**config.mk**
```make
export PLATFORM = sky130hd
export DESIGN_NAME = hazard_ctrl
export DESIGN_NICKNAME = d
export VERILOG_FILES = /design/src/rtl/hazard_ctrl_pkg.sv /design/src/rtl/hazard_ctrl_muldiv_timer.sv /design/src/rtl/hazard_ctrl.sv
export SDC_FILE = /design/constraint.sdc
export NUM_CORES = 1
export LEC_CHECK = 0
export CAP_MARGIN = 20
export CORE_MARGIN = 4
export CORE_UTILIZATION = 36
export CTS_CLUSTER_DIAMETER = 80
export CTS_CLUSTER_SIZE = 10
export DETAILED_ROUTE_END_ITERATION = 10
export PLACE_DENSITY_LB_ADDON = 0.05
export SLEW_MARGIN = 20
export SYNTH_ARGS = -nofsm -noshare
export SYNTH_HDL_FRONTEND = slang
export SYNTH_SLANG_ARGS = --single-unit
```
**constraint.sdc**
```tcl
create_clock -name clk -period 2 [get_ports clk]
set_clock_uncertainty 0.05 [all_clocks]
set_input_delay 0.2 -clock clk [delete_from_list [all_inputs] [get_ports clk]]
set_output_delay 0.2 -clock clk [all_outputs]
set_load 0.05 [all_outputs]
```
**src/rtl/hazard_ctrl_pkg.sv**
```systemverilog
// Shared encodings for the pipeline hazard controller: stage control codes,
// mul/div timer states and counter width.
package hazard_ctrl_pkg;

  localparam int unsigned HZ_W  = 2;
  localparam int unsigned CNT_W = 6;
  localparam int unsigned REG_W = 5;

  typedef enum logic [HZ_W-1:0] {
    HZ_NORMAL = 2'b00,
    HZ_FLUSH  = 2'b01,
    HZ_STALL  = 2'b10
  } hz_ctrl_e;

  typedef enum logic [1:0] {
    MD_IDLE = 2'd0,
    MD_MUL  = 2'd1,
    MD_DIV  = 2'd2
  } md_state_e;

endpackage

```
**src/rtl/hazard_ctrl_muldiv_timer.sv**
```systemverilog
// HI/LO occupancy timer: tracks how long an accepted mul/div keeps HI/LO busy.
// Divide timing is present only when HAZARD_CTRL_DIV_EN is defined.
module muldiv_timer
  import hazard_ctrl_pkg::*;
#(
  parameter int unsigned MUL_CYCLES = 4
`ifdef HAZARD_CTRL_DIV_EN
  ,
  parameter int unsigned DIV_CYCLES = 32
`endif
) (
  input  logic clk,
  input  logic rst,
  input  logic start,
`ifdef HAZARD_CTRL_DIV_EN
  input  logic is_div,
`endif
  output logic busy
);

  localparam logic [CNT_W-1:0] MUL_LOAD = CNT_W'(MUL_CYCLES - 1);
`ifdef HAZARD_CTRL_DIV_EN
  localparam logic [CNT_W-1:0] DIV_LOAD = CNT_W'(DIV_CYCLES - 1);
`endif

  md_state_e        state_q, state_d;
  logic [CNT_W-1:0] cnt_q, cnt_d;

  always_ff @(posedge clk or posedge rst) begin
    if (rst) begin
      state_q <= MD_IDLE;
      cnt_q   <= '0;
    end else begin
      state_q <= state_d;
      cnt_q   <= cnt_d;
    end
  end

  // Counter runs LOAD..0, so busy lasts exactly LOAD+1 cycles after the start edge.
  always_comb begin
    state_d = state_q;
    cnt_d   = cnt_q;
    unique case (state_q)
      MD_IDLE: begin
        if (start) begin
`ifdef HAZARD_CTRL_DIV_EN
          if (is_div) begin
            state_d = MD_DIV;
            cnt_d   = DIV_LOAD;
          end else begin
            state_d = MD_MUL;
            cnt_d   = MUL_LOAD;
          end
`else
          state_d = MD_MUL;
          cnt_d   = MUL_LOAD;
`endif
        end
      end
`ifdef HAZARD_CTRL_DIV_EN
      MD_MUL, MD_DIV: begin
`else
      MD_MUL: begin
`endif
        if (cnt_q == '0) begin
          state_d = MD_IDLE;
        end else begin
          cnt_d = cnt_q - CNT_W'(1);
        end
      end
      default: begin
        state_d = MD_IDLE;
        cnt_d   = '0;
      end
    endcase
  end

  assign busy = (state_q != MD_IDLE);

endmodule

```
**src/rtl/hazard_ctrl.sv**
```systemverilog
// Pipeline hazard controller: branch/jump flushes, load-use and HI/LO stalls,
// mul/div acceptance. Optional divide timing via HAZARD_CTRL_DIV_EN.
module hazard_ctrl
  import hazard_ctrl_pkg::*;
#(
  parameter int unsigned MUL_CYCLES = 4,
  parameter int unsigned DIV_CYCLES = 32
) (
  input  logic             clk,
  input  logic             rst,
  input  logic             ID_EX_MemRd,
  input  logic [REG_W-1:0] ID_EX_RtAddr,
  input  logic [REG_W-1:0] IF_ID_RsAddr,
  input  logic [REG_W-1:0] IF_ID_RtAddr,
  input  logic             EX_BranchTaken,
  input  logic             ID_Jump,
  input  logic             ID_MulDiv,
  input  logic             ID_IsDiv,
  input  logic             ID_UsesHiLo,
  output logic [HZ_W-1:0]  PC_HzCtrl,
  output logic [HZ_W-1:0]  IF_ID_HzCtrl,
  output logic [HZ_W-1:0]  ID_EX_HzCtrl,
  output logic             MulDivBusy,
  output logic             MulDivStart
);

  if (MUL_CYCLES < 1 || MUL_CYCLES > 63 || DIV_CYCLES < 1 || DIV_CYCLES > 63) begin : g_bad_cfg
    $error("hazard_ctrl: MUL_CYCLES/DIV_CYCLES must be within 1..63");
  end

  logic load_use;
  logic hilo_wait;

  assign load_use = ID_EX_MemRd && (ID_EX_RtAddr != '0) &&
                    ((ID_EX_RtAddr == IF_ID_RsAddr) || (ID_EX_RtAddr == IF_ID_RtAddr));
  assign hilo_wait = MulDivBusy && (ID_UsesHiLo || ID_MulDiv);

  // Taken branch outranks stalls; a stall outranks a jump flush.
  always_comb begin
    PC_HzCtrl    = HZ_NORMAL;
    IF_ID_HzCtrl = HZ_NORMAL;
    ID_EX_HzCtrl = HZ_NORMAL;
    if (EX_BranchTaken) begin
      IF_ID_HzCtrl = HZ_FLUSH;
      ID_EX_HzCtrl = HZ_FLUSH;
    end else if (load_use || hilo_wait) begin
      PC_HzCtrl    = HZ_STALL;
      IF_ID_HzCtrl = HZ_STALL;
      ID_EX_HzCtrl = HZ_FLUSH;
    end else if (ID_Jump) begin
      IF_ID_HzCtrl = HZ_FLUSH;
    end
  end

  assign MulDivStart = ID_MulDiv && (ID_EX_HzCtrl == HZ_W'(HZ_NORMAL));

`ifdef HAZARD_CTRL_DIV_EN
  muldiv_timer #(
    .MUL_CYCLES(MUL_CYCLES),
    .DIV_CYCLES(DIV_CYCLES)
  ) u_timer (
    .clk   (clk),
    .rst   (rst),
    .start (MulDivStart),
    .is_div(ID_IsDiv),
    .busy  (MulDivBusy)
  );
`else
  // Without divide support every mul/div is timed as a multiply.
  logic unused_is_div;
  assign unused_is_div = ID_IsDiv;

  muldiv_timer #(
    .MUL_CYCLES(MUL_CYCLES)
  ) u_timer (
    .clk  (clk),
    .rst  (rst),
    .start(MulDivStart),
    .busy (MulDivBusy)
  );
`endif

endmodule

```
==> results of run 1 <==
## worst paths after layout
kind	cells past startpoint	slack, ns	to	from
max	7	0.07	MulDivStart	ID_EX_RtAddr[0]
min	2	0.12	u_timer.cnt_q[2]$_DFFE_PP0P_	rst
max reg2reg	6	0.10	u_timer.cnt_q[1]$_DFFE_PP0P_	u_timer.cnt_q[0]$_DFFE_PP0P_
min reg2reg	2	0.56	u_timer.cnt_q[5]$_DFFE_PP0P_	u_timer.cnt_q[5]$_DFFE_PP0P_
max in group asynchronous	2	1.57	u_timer.state_q[0]$_DFFE_PP0P_	rst
min in group clk	2	0.56	u_timer.cnt_q[5]$_DFFE_PP0P_	u_timer.cnt_q[5]$_DFFE_PP0P_
## power by group through the flow
stage / combinational, mW / sequential, mW / clock (mW)
2_1_floorplan: 0.454 / 0.331 / 0
3_3_place_gp: 0.839 / 0.290 / 0
3_5_place_dp: 0.852 / 0.296 / 0
4_1_cts: 0.862 / 0.293 / 0.126
5_1_grt: 0.950 / 0.310 / 0.129
6_report: 0.878 / 0.294 / 0.119
## flip-flops by register name (all words and copies together) (netlist names)
register         count
u_timer.cnt_q        6
u_timer.state_q      1
## metal layers
layer  global-route usage (%)  vias up  routed length, µm
met1                     19.9      326                826
met2                     18.9       22                821
li1                         -      384                  -
met3                    0.292        0                 87
met5                        0        -                  0
met4                     6.55        0                  0
## per-stage QoR
stage / total power [mW] / std cells
global route: 1.39 / 150
finish: 1.29 / 150
global placement: 1.13 / 146
detailed placement: 1.15 / 146
floorplan: 0.785 / 80
CTS: 1.28 / 150
## cell families (layout without fill, tap and decap cells)
group	after synthesis	in the layout	share of synthesized area [%]
adder cells (fa/ha/maj)	2	2	3.70
buffers and inverters	8	53	6.10
AO/OA/AOI/OAI	26	26	27.4
AND/OR/NAND/NOR	24	24	21.8
other	1	2	0.554
XOR/XNOR	10	10	12.9
multiplexers	1	1	1.66
flip-flops	7	7	25.9
## cell type report
class | instances | area [µm²]
Inverter | 4 | 15.0
Fill cell | 147 | 542
Sequential cell | 7 | 176
Timing Repair Buffer | 45 | 439
Tap cell | 25 | 31.3
Multi-Input combinational cell | 65 | 515
Clock buffer | 4 | 26.3
## layout by cell type (no fill, tap or decap), drive strengths merged
cell           instances
nor3b                  2
o21a                   1
a211oi                 1
o22ai                  1
or3b                   2
o31ai                  1
ha                     2
mux2                   1
o21bai                 1
nand3b                 1
or4                    2
o22a                   1
buf                   23
nor2                   3
o2bb2ai                1
o311ai                 1
nor2b                  1
clkbuf                 4
clkdlybuf4s50         19
xnor2                 10
a21oi                  1
dlygate4sd2            3
o31a                   1
nand3                  5
inv                    4
o21ai                  8
or4bb                  1
conb                   2
nor3                   2
nand2                  4
dfrtp                  7
or4b                   1
o211ai                 1
a31oi                  5
a22oi                  2
## worst register-to-register path, delay by kind of cell, from the launching register on
kind | cells | cell delay [ns]
and+or+nand+nor | 1 | 0.40
DFF | 1 | 0.37
AOI/OAI and AO/OA | 2 | 0.35
buffers and inverters | 1 | 0.11
muxes | 1 | 0.37
adders and majority gates | 1 | 0.17
## repair_timing
action / CTS / global route
hold buffers: 0 / 0
setup endpoints to repair: 6 / 2
pin swaps: 3 / 0
gates resized for setup: 8 / 2
==> impl_results.md, run 1 <==
* Status: finished, final reports clean
* DP Wirelength at around 1.5 mm
* Worst Path Buf+Inv at 3
* Residual DRC count at 0
* Final Core Density at 69.0%
* Remaining Overflow, GRT at 0
* Internal power at between 0.7 and 0.8 mW
* Number of diodes at 0
* Cell Chain, Critical Path: clkdlybuf4s50_1, xnor2_1, nand3_1, o22ai_2, buf_4, a21oi_4, buf_12
* WP data arrival at about 1.7 ns
* DRT iter0 DRCs at 22
* Synth cell count leaders: xnor2_1, dfrtp_1, o21ai_0, a31oi_1, nand3_1
* Register area share after synthesis at about 26%
* Req. time, crit path at 1.75 ns
* Core area at between 1500 and 2000 µm²
* Synthesized area per cell at between 8 and 9 µm²
* Crit-path max cell delay at 0.53 ns
* GP Congestion at around 0.77
* DR vias/cell at about 4.9
* Part of the power in registers at between 20% and 30%
* DP Worst Slack at -0.165 ns
* DP Area at between 1000 and 1500 µm²
* Clock buffer depth at 2
* Synth top area share at between 20% and 30%
* Slowest-stage cell, CP: clkdlybuf4s50_1
* Fmax at between 500 and 600 MHz
* I/O Buffers at 27
* First-pass GRT wire length at between 2 and 3 mm
* Netlist cell types at 34
* Final period utilization at slightly below 100%
* Largest net degree at the start of global routing at 11
* Maximum VDD drop at 0.839 mV
* Worst min-delay path class: input port to async pin
* Fin. max-slew vios at 0
* Tmin final at 1.93 ns
* Critical path peak fanout at 4
* Critical path endpoint category: output pin
* Starting Density at between 30 and 40%
* Final instance area at 1200 µm²
* Worst Setup Slack, final at approximately 0.074 ns
* Final Hold Vio Count at 0
* Die area at 2640 µm²
* EDFF count, synth at 0
* DR pass1 iterations at 4
* Synth warn at 0
* GRT Total Usage at a little over an eighth
* Top-count cell post-synth: xnor2_1
* Pwr dens at 1070 nW/µm²
* # clock sinks at 7
* Syn-to-layout area delta at 77.8%
* FFs w/ async S/R, synth at 100%
* DIE HEIGHT at slightly above 50 µm
* Mapped Area at slightly below 700 µm²
* Post-synthesis register bit count at 7
* Routed Antenna Nets at 0
* Sw Share at 43.5%
* P_sw at 0.562 mW
* Post-Synthesis Cells at 79
* RSZ-0062 raised after global routing: yes
* Crit path kind: input port to output pin
* Cts bufs inserted at 3
* Final setup violation count at 0
* Critical Path Source Type: input port
* # IOs at 31
* Vias in the first global route at 645
* Via count at between 700 and 800
* Worst hold margin at 0.121 ns
* CTS tree: done
* Clock network fraction of total power at just over 9%
* Post-CTS setup buffer count at 0
* Maxcap violations at 0
* # rows at 15
* Area leader, netlist: dfrtp_1
* H-Tree Depth at 1
* Power share of the combinational group at 68.0%
* Skew-Pair Late Insertion Delay at approximately 0.24 ns
* Clock-pin transition on the worst setup and hold timing paths at about 0.05 ns
* Antenna violations before repair at 0
* WL final at roughly 1.7 mm
* Nets@finish at between 150 and 200
* Layout cells sized above 1 at between 30 and 40%
* WL/cell at roughly 12 µm
* Chip width at between 50 and 60 µm
* Clk root buf: clkbuf_4
* Ranking of synthesized cells by area: dfrtp_1, xnor2_1, a31oi_1
* Post-Route Setup TNS at 0 ns
* Most used DFF post-synth: dfrtp_1
* CP top delay family: buffers and inverters
* LEAKAGE at ~0.48 nW
(Power assumes the default switching activity.)
==> run 2, diff against run 1 <==
--- a/config.mk
+++ b/config.mk
@@ -6,9 +6,11 @@
 export NUM_CORES = 1
 export LEC_CHECK = 0
 export CAP_MARGIN = 20
+export CELL_PAD_IN_SITES_DETAIL_PLACEMENT = 0
+export CELL_PAD_IN_SITES_GLOBAL_PLACEMENT = 1
 export CORE_MARGIN = 4
-export CORE_UTILIZATION = 36
-export CTS_CLUSTER_DIAMETER = 80
+export CORE_UTILIZATION = 26
+export CTS_CLUSTER_DIAMETER = 100
 export CTS_CLUSTER_SIZE = 10
 export DETAILED_ROUTE_END_ITERATION = 10
 export PLACE_DENSITY_LB_ADDON = 0.05
==> run 2 against run 1 <==
  * Sequential share of layout area did not move
  * Core utilization fell by 20 points
  * Non-clock buffer count fell by 3
  * Clock power rose by 11%
  * Total power fell by 1.6%
  * First-iteration DRC count fell by 55%
  * Flip-flop and latch count did not move
  * Fmax rose by 0.82%
  * Highest routed layer is now met4
==> impl_results.md, run 2 (same netlist as run 1, synthesis figures left out) <==
* Core area at 2480 µm² (was 1750 µm²)
* Req. time, crit path at 1.75 ns (about the same)
* Chip width at 59.0 µm (was 51.4 µm)
* Met2 Use GR at 16.7% (was 18.9%)
* Biggest register: u_timer.cnt_q (unchanged)
* Final instance area at 1200 µm² (unchanged)
* # clock sinks at 7 (unchanged)
* WL final at 1.84 mm (was 1.74 mm)
* GRT Total Usage at 11.3% (was 13.1%)
* # rows at 18 (was 15)
* Fmax at 524 MHz (was 519 MHz)
* Clock-pin transition on the worst setup and hold timing paths at 0.06 ns (was 0.05 ns)
* Via count at 723 (was 732)
* GP Congestion at 0.768 (was 0.766)
* Final setup violation count at 0 (unchanged)
* Fin. max-slew vios at 0 (unchanged)
* Pwr dens at 1050 nW/µm² (was 1070 nW/µm²)
* LEAKAGE at 0.477 nW (was 0.478 nW)
* Number of diodes at 0 (unchanged)
* Most frequent cells in the layout: clkdlybuf4s50_1, buf_4, xnor2_1 (unchanged)
* Worst min-delay path class: input port to async pin (unchanged)
* Nets@finish at 148 (was 151)
* Most common cell after layout, fill and taps aside: clkdlybuf4s50_1
* Critical path endpoint category: output pin (unchanged)
* Power share of the combinational group at 65.7% (was 68.0%)
* Maxcap violations at 0 (unchanged)
* Residual DRC count at 0 (unchanged)
* Clk root buf: clkbuf_4 (unchanged)
* Die area at 3480 µm² (was 2640 µm²)
* DP Wirelength at 1.57 mm (was 1.54 mm)
* # IOs at 31 (unchanged)
* First-pass GRT wire length at 2.99 mm (was 2.68 mm)
* CTS tree: done (unchanged)
* P_sw at 0.558 mW (was 0.562 mW)
* Critical Path Source Type: flip-flop (was input port)
* Slew @ Worst Pin at a little under 0.5 ns
* Seq. cell area at 176 µm² (unchanged)
* Final period utilization at 95.5% (was 96.3%)
* Worst slew margin at approximately two thirds
* Critical path peak fanout at 10 (was 4)
* Sw Share at 44.0% (was 43.5%)
* Largest net degree at the start of global routing at 11 (unchanged)
* Clock buffer depth at 2 (unchanged)
* Antenna violations before repair at 0 (unchanged)
* WP data arrival at 1.66 ns (was 1.68 ns)
* DR pass1 iterations at 4 (unchanged)
* Layout cells sized above 1 at 29.5% (was 32.0%)
* Fill count at 255 (was 147)
* Layer with the highest usage: met2 (was met1)
* Max FFs per register at 6 (unchanged)
* Crit path kind: flip-flop to output pin (was input port to output pin)
* Vias in the first global route at 701 (was 645)
* Multi-input gate area at 517 µm² (was 515 µm²)
* Status: finished, final reports clean (unchanged)
* Syn-to-layout area delta at 77.8% (unchanged)
* Largest regs: u_timer.cnt_q: 6 flops, u_timer.state_q: 1 flops (unchanged)
* Starting Density at 27.3% (was 38.8%)
* H-Tree Depth at 1 (unchanged)
* Met1 GRT Util at 15.1% (was 19.9%)
* DIE HEIGHT at 59.0 µm (was 51.4 µm)
* Remaining Overflow, GRT at 0 (unchanged)
* Part of the power in registers at 24.0% (was 22.8%)
* Clock network fraction of total power at 10.4% (was 9.2%)
* Post-Place Cells at 148 (was 146)
* I/O Buffers at 27 (unchanged)
* Hold-fix buffers, CTS at 0 (unchanged)
* Final Hold Vio Count at 0 (unchanged)
* Tmin final at 1.91 ns (was 1.93 ns)
* Maximum VDD drop at 0.603 mV (was 0.839 mV)
* Met3 Usage GRT at 4.36% (was 0.292%)
* WL/cell at 12.1 µm (was 11.6 µm)
* Cts bufs inserted at 3 (unchanged)
* RSZ-0062 raised after global routing: no (was yes)
* Routed Antenna Nets at 0 (unchanged)
* DRT iter0 DRCs at 10 (was 22)
* DR vias/cell at 4.76 (was 4.88)
* Internal power at 0.711 mW (was 0.729 mW)
* DP Area at 1130 µm² (was 1150 µm²)
* Non-Filler Instances at 152 (was 150)
* Skew-Pair Late Insertion Delay at 0.26 ns (was 0.24 ns)
==> run 2: cell types whose count changed in the layout (fill, tap and decap cells not counted), sizes merged <==
cell | previous run | this run
dlymetal6s2s | 0 | 1
clkbuf | 4 | 5
clkdlybuf4s50 | 19 | 18
buf | 23 | 19
==> run 2: timing repair <==
| action | 4_1_cts | 5_1_grt |
|---|---|---|
| endpoints found under the hold margin | 0 | 0 |
| pin swaps | 3 | 4 |
| gates resized for setup | 8 | 6 |
| setup endpoints to repair | 6 | 5 |
| buffers inserted | 0 | 0 |
==> run 2: stage by stage <==
stage          hold slack [ns]  TNS [ns]  util (%)  worst slack (ns)  total power, mW
2_1_floorplan          -0.0467         0         -            0.0470            0.785
5_1_grt                  0.141         0      48.6            0.0229             1.37
3_5_place_dp             0.410    -0.601      45.7            -0.147             1.12
6_report                 0.125         0      48.6            0.0899             1.27
4_1_cts                  0.129         0      47.5            0.0206             1.27
3_3_place_gp             0.406    -0.476      45.7            -0.121             1.11
==> run 2: final timing paths <==
check	startpoint	to	slack (ns)	cells after the start
setup / recovery	u_timer.state_q[0]$_DFFE_PP0P_	MulDivStart	0.09	3
hold / removal	rst	u_timer.cnt_q[2]$_DFFE_PP0P_	0.13	2
setup reg to reg	u_timer.cnt_q[1]$_DFFE_PP0P_	u_timer.cnt_q[1]$_DFFE_PP0P_	0.10	6
hold reg to reg	u_timer.cnt_q[5]$_DFFE_PP0P_	u_timer.cnt_q[5]$_DFFE_PP0P_	0.56	2
max in group asynchronous	rst	u_timer.state_q[0]$_DFFE_PP0P_	1.54	2
min in group clk	u_timer.cnt_q[5]$_DFFE_PP0P_	u_timer.cnt_q[5]$_DFFE_PP0P_	0.56	2
==> run 2: layer usage <==
layer / routed length [µm] / vias up
met3: 155 / 2
met1: 856 / 312
met5: 0 / -
met2: 815 / 29
li1: - / 380
met4: 10 / 0
==> run 2: power by group through the flow <==
stage | clock network (mW) | logic (mW) | registers [mW]
finish | 0.132 | 0.834 | 0.304
global route | 0.147 | 0.904 | 0.318
CTS | 0.139 | 0.827 | 0.305
detailed placement | 0 | 0.813 | 0.306
global placement | 0 | 0.809 | 0.304
floorplan | 0 | 0.454 | 0.331
==> run 2: layout make-up <==
cell class              count  area share, %
well taps                  30           3.12
clock buffers               4           2.18
flip-flops and latches      7           14.7
multi-input cells          65           42.9
inverters                   4           1.25
repair buffers             42           35.9
==> run 2: worst max-delay path: stages (launching register included) <==
cell and delay (ns):
dfrtp_2 0.48, or3b_2 0.59, a21oi_4 0.18, buf_12 0.15
==> run 3, diff against run 2 <==
--- a/config.mk
+++ b/config.mk
@@ -8,12 +8,13 @@
 export CAP_MARGIN = 20
 export CELL_PAD_IN_SITES_DETAIL_PLACEMENT = 0
 export CELL_PAD_IN_SITES_GLOBAL_PLACEMENT = 1
+export CORE_ASPECT_RATIO = 1.5
 export CORE_MARGIN = 4
-export CORE_UTILIZATION = 26
+export CORE_UTILIZATION = 31
 export CTS_CLUSTER_DIAMETER = 100
 export CTS_CLUSTER_SIZE = 10
 export DETAILED_ROUTE_END_ITERATION = 10
-export PLACE_DENSITY_LB_ADDON = 0.05
+export PLACE_DENSITY = 0.92
 export SLEW_MARGIN = 20
 export SYNTH_ARGS = -nofsm -noshare
 export SYNTH_HDL_FRONTEND = slang
==> constraint.sdc (replaced) <==
create_clock -name clk -period 2.3 [get_ports clk]
set_clock_uncertainty 0.05 [all_clocks]
set_input_delay 0.23 -clock clk [delete_from_list [all_inputs] [get_ports clk]]
set_output_delay 0.23 -clock clk [all_outputs]
set_load 0.05 [all_outputs]
==> run 3 against run 2 <==
  * Core utilization up 2.9 points
  * Combinational power decreased by 26%
  * Design area down 12%
  * Worst setup slack gained 0.070 ns
==> impl_results.md, run 3 (same netlist as run 1, synthesis figures left out) <==
* Status: finished, final reports clean (unchanged)
* Residual DRC count at 0 (unchanged)
* Layout cells sized above 1 at 21.1% (was 29.5%)
* Biggest register: u_timer.cnt_q (unchanged)
* Via count at 713 (was 723)
* Req. time, crit path at 2.02 ns (was 1.75 ns)
* # IOs at 31 (unchanged)
* CP top delay family: buffers and inverters (was simple AND/OR/NAND/NOR gates)
* Met2 Use GR at 23.8% (was 16.7%)
* DR pass1 iterations at 4 (unchanged)
* Hold-fix buffers, CTS at 0 (unchanged)
* WP data arrival at 1.86 ns (was 1.66 ns)
* Starting Density at 33.0% (was 27.3%)
* Worst min-delay path class: input port to async pin (unchanged)
* Chip width at 46.2 µm (was 59.0 µm)
* Met3 Usage GRT at 4.11% (was 4.36%)
* Cts bufs inserted at 3 (unchanged)
* Critical path endpoint category: output pin (unchanged)
* Syn-to-layout area delta at 56.2% (was 77.8%)
* Crit path kind: input port to output pin (was flip-flop to output pin)
* DP Wirelength at 1.48 mm (was 1.57 mm)
* Clk root buf: clkbuf_4 (unchanged)
* WL/cell at 12.3 µm (was 12.1 µm)
* Fin. max-slew vios at 0 (unchanged)
* Met1 GRT Util at 12.1% (was 15.1%)
* Routed Antenna Nets at 0 (unchanged)
* DRT iter0 DRCs at 7 (was 10)
* GRT Total Usage at 13.2% (was 11.3%)
* LEAKAGE at 0.407 nW (was 0.477 nW)
* CTS tree: done (unchanged)
* Slowest-stage cell, CP: or4_1 (was or3b_2)
* Crit-path max cell delay at 0.56 ns (was 0.59 ns)
* Final instance area at 1060 µm² (was 1200 µm²)
* Final setup violation count at 0 (unchanged)
* Skew-Pair Late Insertion Delay at 0.26 ns (about the same)
* Most frequent cells in the layout: clkdlybuf4s50_1, xnor2_1, buf_4 (was clkdlybuf4s50_1, buf_4, xnor2_1)
* Largest regs: u_timer.cnt_q: 6 flops, u_timer.state_q: 1 flops (unchanged)
* Fill count at 211 (was 255)
* # clock sinks at 7 (unchanged)
* R2R setup slack at 0.31 ns (was 0.10 ns)
* I/O Buffers at 27 (unchanged)
* Pwr dens at 941 nW/µm² (was 1050 nW/µm²)
* Nets@finish at 140 (was 148)
* Remaining Overflow, GRT at 0 (unchanged)
* Clock buffer depth at 2 (unchanged)
* RSZ-0062 raised after global routing: no (unchanged)
* Most common cell after layout, fill and taps aside: clkdlybuf4s50_1 (unchanged)
* Critical Path Source Type: input port (was flip-flop)
* Post-Route Setup TNS at 0 ns (unchanged)
* WL final at 1.68 mm (was 1.84 mm)
* Cell Chain, Critical Path: clkdlybuf4s50_1, or4_1, o21ai_2, a31oi_1, o21ai_1, buf_12 (was or3b_2, a21oi_4, buf_12)
* Antenna violations before repair at 0 (unchanged)
* Tmin final at around 2.1 ns
* Final period utilization at between 90% and 100%
* Vias in the first global route at 742 (was 701)
* Die area at 3010 µm² (was 3480 µm²)
* GP Congestion at 0.833 (was 0.768)
* Largest net degree at the start of global routing at 9 (was 11)
* Final Core Density at 51.5% (was 48.6%)
* Maxcap violations at 0 (unchanged)
* First-pass GRT wire length at 2.94 mm (was 2.99 mm)
* Number of diodes at 0 (unchanged)
* Worst Path Buf+Inv at 2 (was 1)
* Maximum VDD drop at 0.453 mV (was 0.603 mV)
* Clock-pin transition on the worst setup and hold timing paths at 0.05 ns (was 0.06 ns)
* DP Area at 1030 µm² (was 1130 µm²)
* # rows at 20 (was 18)
* Final Hold Vio Count at 0 (unchanged)
* Total power at 0.995 mW (was 1.27 mW)
* Max FFs per register at 6 (unchanged)
* DIE HEIGHT at 65.2 µm (was 59.0 µm)
* H-Tree Depth at 1 (unchanged)
* DR vias/cell at 5.24 (was 4.76)
* Fmax at roughly 470 MHz
* Layer with the highest usage: met2 (unchanged)
* Critical path peak fanout at 4 (was 10)
* Core area at 2050 µm² (was 2480 µm²)
-- run 3: changes by cell type in the layout (fill, tap and decap cells not counted), sizes merged --
cell           previous run  this run
clkdlybuf4s50            18        22
dlygate4sd2               3         0
dlymetal6s2s              1         0
clkbuf                    5         4
buf                      19        12
-- run 3: worst paths after layout --
path | end | from | cells past startpoint
worst max register to register | u_timer.cnt_q[1]$_DFFE_PP0P_ | u_timer.cnt_q[1]$_DFFE_PP0P_ | 6
max in group asynchronous | u_timer.cnt_q[4]$_DFFE_PP0P_ | rst | 2
worst min-delay path | u_timer.cnt_q[2]$_DFFE_PP0P_ | rst | 2
worst min register to register | u_timer.cnt_q[0]$_DFFE_PP0P_ | u_timer.cnt_q[0]$_DFFE_PP0P_ | 2
min in group clk | u_timer.cnt_q[0]$_DFFE_PP0P_ | u_timer.cnt_q[0]$_DFFE_PP0P_ | 2
worst max-delay path | IF_ID_HzCtrl[0] | ID_EX_RtAddr[1] | 6
-- run 3: layout make-up --
type / instances / area (µm²) / area share [%]
flip-flops and latches: 7 / 175 / 16.6
well taps: 22 / 27.5 / 2.60
repair buffers: 34 / 335 / 31.7
multi-input cells: 65 / 478 / 45.2
inverters: 4 / 15.0 / 1.42
clock buffers: 4 / 26.3 / 2.49
-- run 3: metal layers --
layer  vias to the layer above  share of wire [%]
met3                         5                9.3
met5                         -                  0
met4                         0                2.6
li1                        363                  -
met1                       314                 35
met2                        31                 53
-- run 3: through the flow --
stage / setup slack, ns / hold slack, ns / std cells
2_1_floorplan: 0.106 / -0.0166 / 80
3_3_place_gp: 0.119 / 0.429 / 132
4_1_cts: 0.0727 / 0.167 / 136
6_report: 0.160 / 0.150 / 136
3_5_place_dp: 0.0897 / 0.440 / 132
5_1_grt: 0.0565 / 0.188 / 136
-- run 3: repair_timing --
action                                  4_1_cts  5_1_grt
setup buffers                                 0        0
endpoints found under the setup margin        0        1
resized for setup                             0        1
-- run 3: power breakdown --
part           internal (mW)  switching (mW)  leakage, nW
clock network         0.0663          0.0471       0.0150
registers              0.184          0.0788       0.0850
logic                  0.294           0.325        0.307
total                  0.544           0.451        0.407
